File: src/rtl/serial_adder_pkg.sv
// serial_adder shared types: FSM state and counter sizing.
// Optional subtract mode is enabled by SERIAL_ADDER_SUB_EN.
package serial_adder_pkg;

  typedef enum logic [1:0] {
    IDLE = 2'd0,
    RUN  = 2'd1,
    DONE = 2'd2
  } state_t;

  function automatic int cnt_w(input int w);
    return (w <= 1) ? 1 : $clog2(w);
  endfunction

endpackage

File: src/rtl/serial_adder_if.sv
// serial_adder start/busy/done handshake and operand/result bundle.
// Sub exists only when SERIAL_ADDER_SUB_EN is defined.
interface serial_adder_if #(
  parameter int WIDTH = 8
);
  logic             start;
  logic [WIDTH-1:0] A;
  logic [WIDTH-1:0] B;
  logic             Cin;
`ifdef SERIAL_ADDER_SUB_EN
  logic             Sub;
`endif
  logic             busy;
  logic             done;
  logic [WIDTH-1:0] Sum;
  logic             Cout;
  logic             Ovf;

  modport master (
    output start, A, B, Cin,
`ifdef SERIAL_ADDER_SUB_EN
    output Sub,
`endif
    input  busy, done, Sum, Cout, Ovf
  );

  modport slave (
    input  start, A, B, Cin,
`ifdef SERIAL_ADDER_SUB_EN
    input  Sub,
`endif
    output busy, done, Sum, Cout, Ovf
  );
endinterface

File: src/rtl/serial_adder_full_adder.sv
// One-bit combinational full adder, used as the serial bit slice.
// No configuration macros.
module full_adder (
  input  logic A,
  input  logic B,
  input  logic Cin,
  output logic Sum,
  output logic Cout
);
  assign Sum  = A ^ B ^ Cin;
  assign Cout = (A & B) | (Cin & (A ^ B));
endmodule

File: src/rtl/serial_adder.sv
// Bit-serial WIDTH-bit adder, LSB first, one bit per clock.
// SERIAL_ADDER_SUB_EN adds a Sub port for A - B.
module serial_adder
  import serial_adder_pkg::*;
#(
  parameter int WIDTH = 8
) (
  input  logic          clk,
  input  logic          rst,
  serial_adder_if.slave bus
);
  localparam int CW = cnt_w(WIDTH);

  state_t           state, nxt;
  logic [WIDTH-1:0] a_sh, b_sh, ps;
  logic [WIDTH:0]   ps_ext;
  logic [CW-1:0]    cnt;
  logic             cy, fa_b, fa_s, fa_co;
  logic             last, accept;

`ifdef SERIAL_ADDER_SUB_EN
  logic sub_r;
  assign fa_b = sub_r ? ~b_sh[0] : b_sh[0];
`else
  assign fa_b = b_sh[0];
`endif

  full_adder u_fa (
    .A    (a_sh[0]),
    .B    (fa_b),
    .Cin  (cy),
    .Sum  (fa_s),
    .Cout (fa_co)
  );

  assign last   = (cnt == CW'(WIDTH - 1));
  assign accept = bus.start && (state != RUN);
  assign ps_ext = {fa_s, ps};

  always_ff @(posedge clk or posedge rst) begin
    if (rst) state <= IDLE;
    else     state <= nxt;
  end

  always_comb begin
    nxt = state;
    unique case (state)
      IDLE:    if (bus.start) nxt = RUN;
      RUN:     if (last) nxt = DONE;
      DONE:    nxt = bus.start ? RUN : IDLE;
      default: nxt = IDLE;
    endcase
  end

  always_comb begin
    bus.busy = (state == RUN);
    bus.done = (state == DONE);
  end

  always_ff @(posedge clk or posedge rst) begin
    if (rst) begin
      a_sh     <= '0;
      b_sh     <= '0;
      ps       <= '0;
      cy       <= 1'b0;
      cnt      <= '0;
      bus.Sum  <= '0;
      bus.Cout <= 1'b0;
      bus.Ovf  <= 1'b0;
`ifdef SERIAL_ADDER_SUB_EN
      sub_r    <= 1'b0;
`endif
    end else if (accept) begin
      a_sh  <= bus.A;
      b_sh  <= bus.B;
      cnt   <= '0;
`ifdef SERIAL_ADDER_SUB_EN
      sub_r <= bus.Sub;
      cy    <= bus.Sub ? 1'b1 : bus.Cin;
`else
      cy    <= bus.Cin;
`endif
    end else if (state == RUN) begin
      a_sh <= a_sh >> 1;
      b_sh <= b_sh >> 1;
      ps   <= ps_ext[WIDTH:1];
      cy   <= fa_co;
      cnt  <= cnt + CW'(1);
      // ovf compares carry into the MSB (cy) with carry out of it
      if (last) begin
        bus.Sum  <= ps_ext[WIDTH:1];
        bus.Cout <= fa_co;
        bus.Ovf  <= cy ^ fa_co;
      end
    end
  end
endmodule

File: src/flat_wrapper.sv
// flat-port wrapper written by rule: the top's interface ports become plain ports
module serial_adder_flat import serial_adder_pkg::*;
#(
  parameter int WIDTH = 8
)
  (clk, rst, bus_start, bus_A, bus_B, bus_Cin, bus_busy, bus_done, bus_Sum, bus_Cout, bus_Ovf);
  serial_adder_if #(.WIDTH(WIDTH)) bus_i ();
  input  logic clk;
  input  logic rst;
  input wire logic [$bits(bus_i.start)-1:0] bus_start;
  input wire logic [$bits(bus_i.A)-1:0] bus_A;
  input wire logic [$bits(bus_i.B)-1:0] bus_B;
  input wire logic [$bits(bus_i.Cin)-1:0] bus_Cin;
  output wire logic [$bits(bus_i.busy)-1:0] bus_busy;
  output wire logic [$bits(bus_i.done)-1:0] bus_done;
  output wire logic [$bits(bus_i.Sum)-1:0] bus_Sum;
  output wire logic [$bits(bus_i.Cout)-1:0] bus_Cout;
  output wire logic [$bits(bus_i.Ovf)-1:0] bus_Ovf;
  assign bus_i.start = bus_start;
  assign bus_i.A = bus_A;
  assign bus_i.B = bus_B;
  assign bus_i.Cin = bus_Cin;
  assign bus_busy = bus_i.busy;
  assign bus_done = bus_i.done;
  assign bus_Sum = bus_i.Sum;
  assign bus_Cout = bus_i.Cout;
  assign bus_Ovf = bus_i.Ovf;
  serial_adder #(.WIDTH(WIDTH)) u_core (.clk(clk), .rst(rst), .bus(bus_i));
endmodule
File: config.mk
export PLATFORM = sky130hd
export DESIGN_NAME = serial_adder_flat
export DESIGN_NICKNAME = d
export VERILOG_FILES = /design/src/rtl/serial_adder_pkg.sv /design/src/rtl/serial_adder_if.sv /design/src/rtl/serial_adder_full_adder.sv /design/src/rtl/serial_adder.sv /design/src/flat_wrapper.sv
export SDC_FILE = /design/constraint.sdc
export NUM_CORES = 1
export LEC_CHECK = 0
export CAP_MARGIN = 20
export CORE_MARGIN = 5
export CORE_UTILIZATION = 57
export CTS_CLUSTER_DIAMETER = 80
export DETAILED_ROUTE_END_ITERATION = 16
export DONT_BUFFER_PORTS = 1
export GPL_TIMING_DRIVEN = 0
export HOLD_SLACK_MARGIN = 0.08
export PLACE_DENSITY = 0.7
export REMOVE_ABC_BUFFERS = 1
export SLEW_MARGIN = 10
export SYNTH_ARGS = -nofsm -noshare
export SYNTH_HDL_FRONTEND = slang
export SYNTH_SLANG_ARGS = --single-unit
File: constraint.sdc
create_clock -name clk -period 2.1 [get_ports clk]
set_input_delay 0.42 -clock clk [delete_from_list [all_inputs] [get_ports clk]]
set_output_delay 0.42 -clock clk [all_outputs]
set_load 0.02 [all_outputs]
Word-level counts from Yosys, hierarchy flattened --
Index checks and enable logic that the tools add are counted.
Operators by class: equal/unequal tests 6, bitwise operators 7, reduce and logical (&&, ||, !) cells 6, multiplexer cells 12, $add $sub $neg 1
Operators with widths (number):
- 2-to-1 mux 8 bit | 4
- 2-to-1 mux 3 bit | 2
- case mux 2 bit (3 select lines) | 1
- 2-to-1 mux 2 bit | 2
- inequality test 2 x 1 -> 1 bit, second input constant | 2
- AND reduction 2 bit | 2
- adder 3 x 1 -> 3 bit, second input constant | 1
- == test 3 bit, second input constant | 1
- 2-to-1 mux 1 bit | 3
- AND reduction 3 bit | 1
- bitwise XOR 1 bit | 3
- bitwise AND 1 bit | 2
- == test 2 x 1 -> 1 bit, second input constant | 1
- == test 2 bit, second input constant | 1
- zero test 2 bit | 1
- inequality test 2 bit, second input constant | 1
- nonzero test 2 bit | 1
- logical AND 1 bit | 1
- NOT 1 bit | 1
- OR 1 bit | 1
Storage, ports and cells: input port bits 20, flip-flop bits (word level) 40

Longest topological paths before layout --
depth in word-level cells 5, depth in mapped cells 5

Modules after synthesis --
From an unflattened synthesis, not the netlist that was laid out.
Second synthesis, totals: cells, all modules 113, area total of the unflattened synthesis 1846.8 µm²
Modules (own cells, without submodules):
- serial_adder | cells each 112, seq. area each 975.9 µm², area each 1826.8 µm², instances 1
- full_adder | cells each 1, seq. area each 0.0 µm², area each 20.0 µm², instances 1

Worst setup path before layout --
Ideal clock, no wire load.
path kind reg2reg, from reg u_core.cnt[0], to reg u_core.bus.Cout, arrival 1.387 ns, cell stages (with the launch flop) 6, data required time 1.975 ns, buffers on the path 1, path slack 0.588 ns, library setup time 0.125 ns, path through dfrtp_1 ha_1 ha_1 nand3b_1 buf_2 mux2_2
Between the ends: word-level cells in the longest chain between the ends 2
Ends and longest elaborated chain:
- start: declaration | line serial_adder.sv:17 | logic [CW-1:0] cnt;
- start signal: assignment | line serial_adder.sv:88 | cnt <= cnt + CW'(1);
- == test 3 bit | line serial_adder.sv:36 | assign last = (cnt == CW'(WIDTH - 1));
- AND reduction 3 bit (no source line)
- end signal: assignment | line serial_adder.sv:92 | bus.Cout <= fa_co;
- end: declaration | line serial_adder_if.sv:32 | output busy, done, Sum, Cout, Ovf
No other way between the ends. A chain may end at the register's enable or synchronous reset.

Worst setup path in the final report --
from reg u_core.state[1], to out bus_busy
Between the ends: word-level cells in the longest chain between the ends 1
Ends and longest elaborated chain:
- start: declaration | line serial_adder.sv:14 | state_t state, nxt;
- start signal: assignment | line serial_adder.sv:42 | else state <= nxt;
- == test 2 x 1 -> 1 bit | line serial_adder.sv:56 | bus.busy = (state == RUN);
- end: declaration | line flat_wrapper.sv:14 | output wire logic [$bits(bus_i.busy)-1:0] bus_busy;
No other way between the ends.

==> metrics.yaml <==
status: "complete, no violations"
crit_path_max_fanout: 12
power.switching_uw: 946
grt_pass1_vias: 1017
layout-drive-gt1-share: 0.479
cts.reportedPaths.clkPinSlew_ns: 0.11
htreeDepth: 2
drt_pass1_iterations: 4
finalSetupViolations: 0
criticalPathCategory: "reg2out"
combPwrFrac: 0.385
dieArea_mm2: 0.00443
fin_nets: 139
worstSetupEndpointType: "primary output"
synth_top_family_by_area: "multiplexers"
wl_per_cell_um: 17.4
hold_viol_final: 0
peakVddDrop_mv: 0.715
final.fill_count: 240
synth.most_common_cell: "dfrtp_1"
antenna_found_initial: 0
synth_area_leaders: "dfrtp_1, mux2_4, mux2_2"
area_growth_pct: 5.08
portBuffers: 0
p_leak_nw: 0.926
clkPwrFrac: 0.123
core_area_mm2: 0.00305
cp-startpoint: "u_core.state[1]"
initial_core_util: 0.597
num_antenna_cells: 0
yosysTopAreaCellShare: 0.535
dp_hpwl_um: 1920
relSlewSlack: 0.475
vias: 876
grt_pass1_wl_um: 5070
synthMuxAreaShare: 0.375
vias_per_cell: 5.44
cts_setup_buffers: 0
gp_congestion: 0.657
hp-class: "in2async"
tightest_slew_ns: 0.786
rsz0062_at_grt: "no"
critPathLaunchType: "flip-flop"
synth_area_mm2: 0.00182
grt_max_degree: 40
synth_compound_area_frac: 0.00343
cp_top_family: "buffers and inverters"
arrival_ns: 1.54
track_usage: 0.157
slowest_delay_ns: 0.39
fin_skew_ns: 0.00791
stdcell_count: 161
cts_sinks: 39
powerDensity_mw_per_mm2: 1510
syn_avg_cell_area_um2: 16.1
ys.flop_type: "dfrtp_1"
overflow: 0
placed_cells_incl_taps: 153
hold_buffers: 0
finalCriticalPeriod_ns: 1.96
synth_xor_area_frac: 0.00480
cts_tree: "built"
clockRootBuffer: "clkbuf_4"
ant_nets: 0
cts_buffers: 5
ys_warn_count: 0
cp.depth: 3
synthArstFlopShare: 1.00
clock.fmax_mhz: 511
slowest_stage: "dfrtp_1"
regToRegStartpoint: "u_core.cnt[0]"
rows: 20
cell_internal_pwr_mw: 1.95
fin_crit_sh: 0.932
seq_area_frac_synth: 0.535
power.share.sequential: 0.492
io_pins: 32
yosys.area_share.adder: 0.0247
drc: 0
synth-simple-area-share: 0.0254
fin_util: 0.627
yosysUniqueCellTypes: 18
drv_slew: 0
drt_iter0_drc: 32
die_h_um: 66.6
synth_edf_count: 0
worstPathRequired_ns: 1.68
ff2ff_setup_slack_ns: 0.32
drv_cap: 0
die_w_um: 66.6
swShare: 0.327
wirelength_um: 2800
cts_buffer_depth: 2
synthCells: 113
crit_buf_inv: 2
cp_cell_sequence: "nand2b_2 -> buf_16 -> inv_2"
ys_seq_elements: 39
endpoint: "bus_busy"
synth_common_cells: "dfrtp_1, mux2_4, mux2_2"
synth_top_cell_by_area: "dfrtp_1"
r2r-end: "u_core.bus.Cout"
clk_latency_ns: 0.34
reg2reg_depth: 4
[worst register-to-register path, cell delays in order (launching register included)]
cell and delay (ns):
dfrtp_1 0.41, ha_1 0.21, ha_1 0.19, nand3b_1 0.45
mux2_2 0.41
[what timing repair did]
item,CTS,global route
resized for setup,1,0
endpoints found under the hold margin,0,0
endpoints found under the setup margin,1,0
[registers in the layout (all words and copies together) (netlist names)]
name / flops
u_core.cy: 1
u_core.a_sh: 8
u_core.b_sh: 8
u_core.bus.Sum: 8
u_core.ps: 7
u_core.bus.Cout: 1
u_core.bus.Ovf: 1
u_core.state: 2
u_core.cnt: 3
[metrics by stage]
stage | setup TNS, ns | setup slack [ns] | hold slack (ns) | instance area [µm²] | power, mW
global placement | -0.385 | -0.0651 | 0.470 | 1840 | 2.45
global route | 0 | 0.0263 | 0.168 | 1920 | 3.11
finish | 0 | 0.143 | 0.0962 | 1920 | 2.90
CTS | 0 | 0.107 | 0.114 | 1920 | 2.94
floorplan | 0 | 0.250 | 0.454 | 1780 | 2.30
detailed placement | 0 | 0.259 | 0.480 | 1860 | 2.57
[power groups by stage]
stage               clock network [mW]  registers (mW)  logic [mW]
global route                     0.410            1.48        1.22
global placement                     0            1.43        1.03
CTS                              0.374            1.43        1.13
detailed placement                   0            1.45        1.13
floorplan                            0            1.38       0.925
finish                           0.357            1.42        1.11
[cells by family (layout without fill, tap and decap cells)]
group	after synthesis	after routing
AOI/OAI and AO/OA	1	1
and+or+nand+nor	8	8
xor gates and xnor gates	1	1
adders and majority gates	3	3
buffers and inverters	9	13
muxes	52	52
DFF	39	39
[worst min-delay path by stage]
stage                        startpoint                end  slack, ns  cells after the start
final                               rst  u_core.bus.Sum[5]        0.1                      1
after global routing                rst     u_core.b_sh[1]       0.17                      1
after CTS                           rst  u_core.bus.Sum[5]       0.11                      1
after detailed placement  u_core.cnt[0]      u_core.cnt[0]       0.48                      1
after global placement    u_core.cnt[0]      u_core.cnt[0]       0.47                      1
after floorplan           u_core.cnt[0]      u_core.cnt[0]       0.45                      1
[placed cells by master, fill, tap and decap left out]
cell type	n
clkbuf_4	5
dfrtp_1	39
buf_16	1
inv_1	2
inv_2	2
nand2b_1	1
nand3b_1	1
xor2_1	1
ha_1	2
nand2b_2	1
nor2_1	2
o22ai_1	1
clkbuf_1	2
mux2_4	27
nor2b_1	3
mux2_1	3
clkinv_2	1
mux2i_1	3
fa_1	1
mux2_2	19
[cell type report]
class | instances | area [µm²] | area share
flip-flops and latches | 39 | 976 | 0.509
multi-input cells | 65 | 792 | 0.413
well taps | 44 | 55.1 | 0.0287
clock buffers | 7 | 45.0 | 0.0235
repair buffers | 1 | 27.5 | 0.0144
inverters | 4 | 15.0 | 0.00784
clock inverters | 1 | 5.00 | 0.00261
[metal layers]
layer  part of all wire  GRT usage
met3              0.063     0.0523
met5                  0          0
met2               0.50      0.249
met4              0.016     0.0761
met1               0.42      0.190
(Power assumes the default switching activity.)
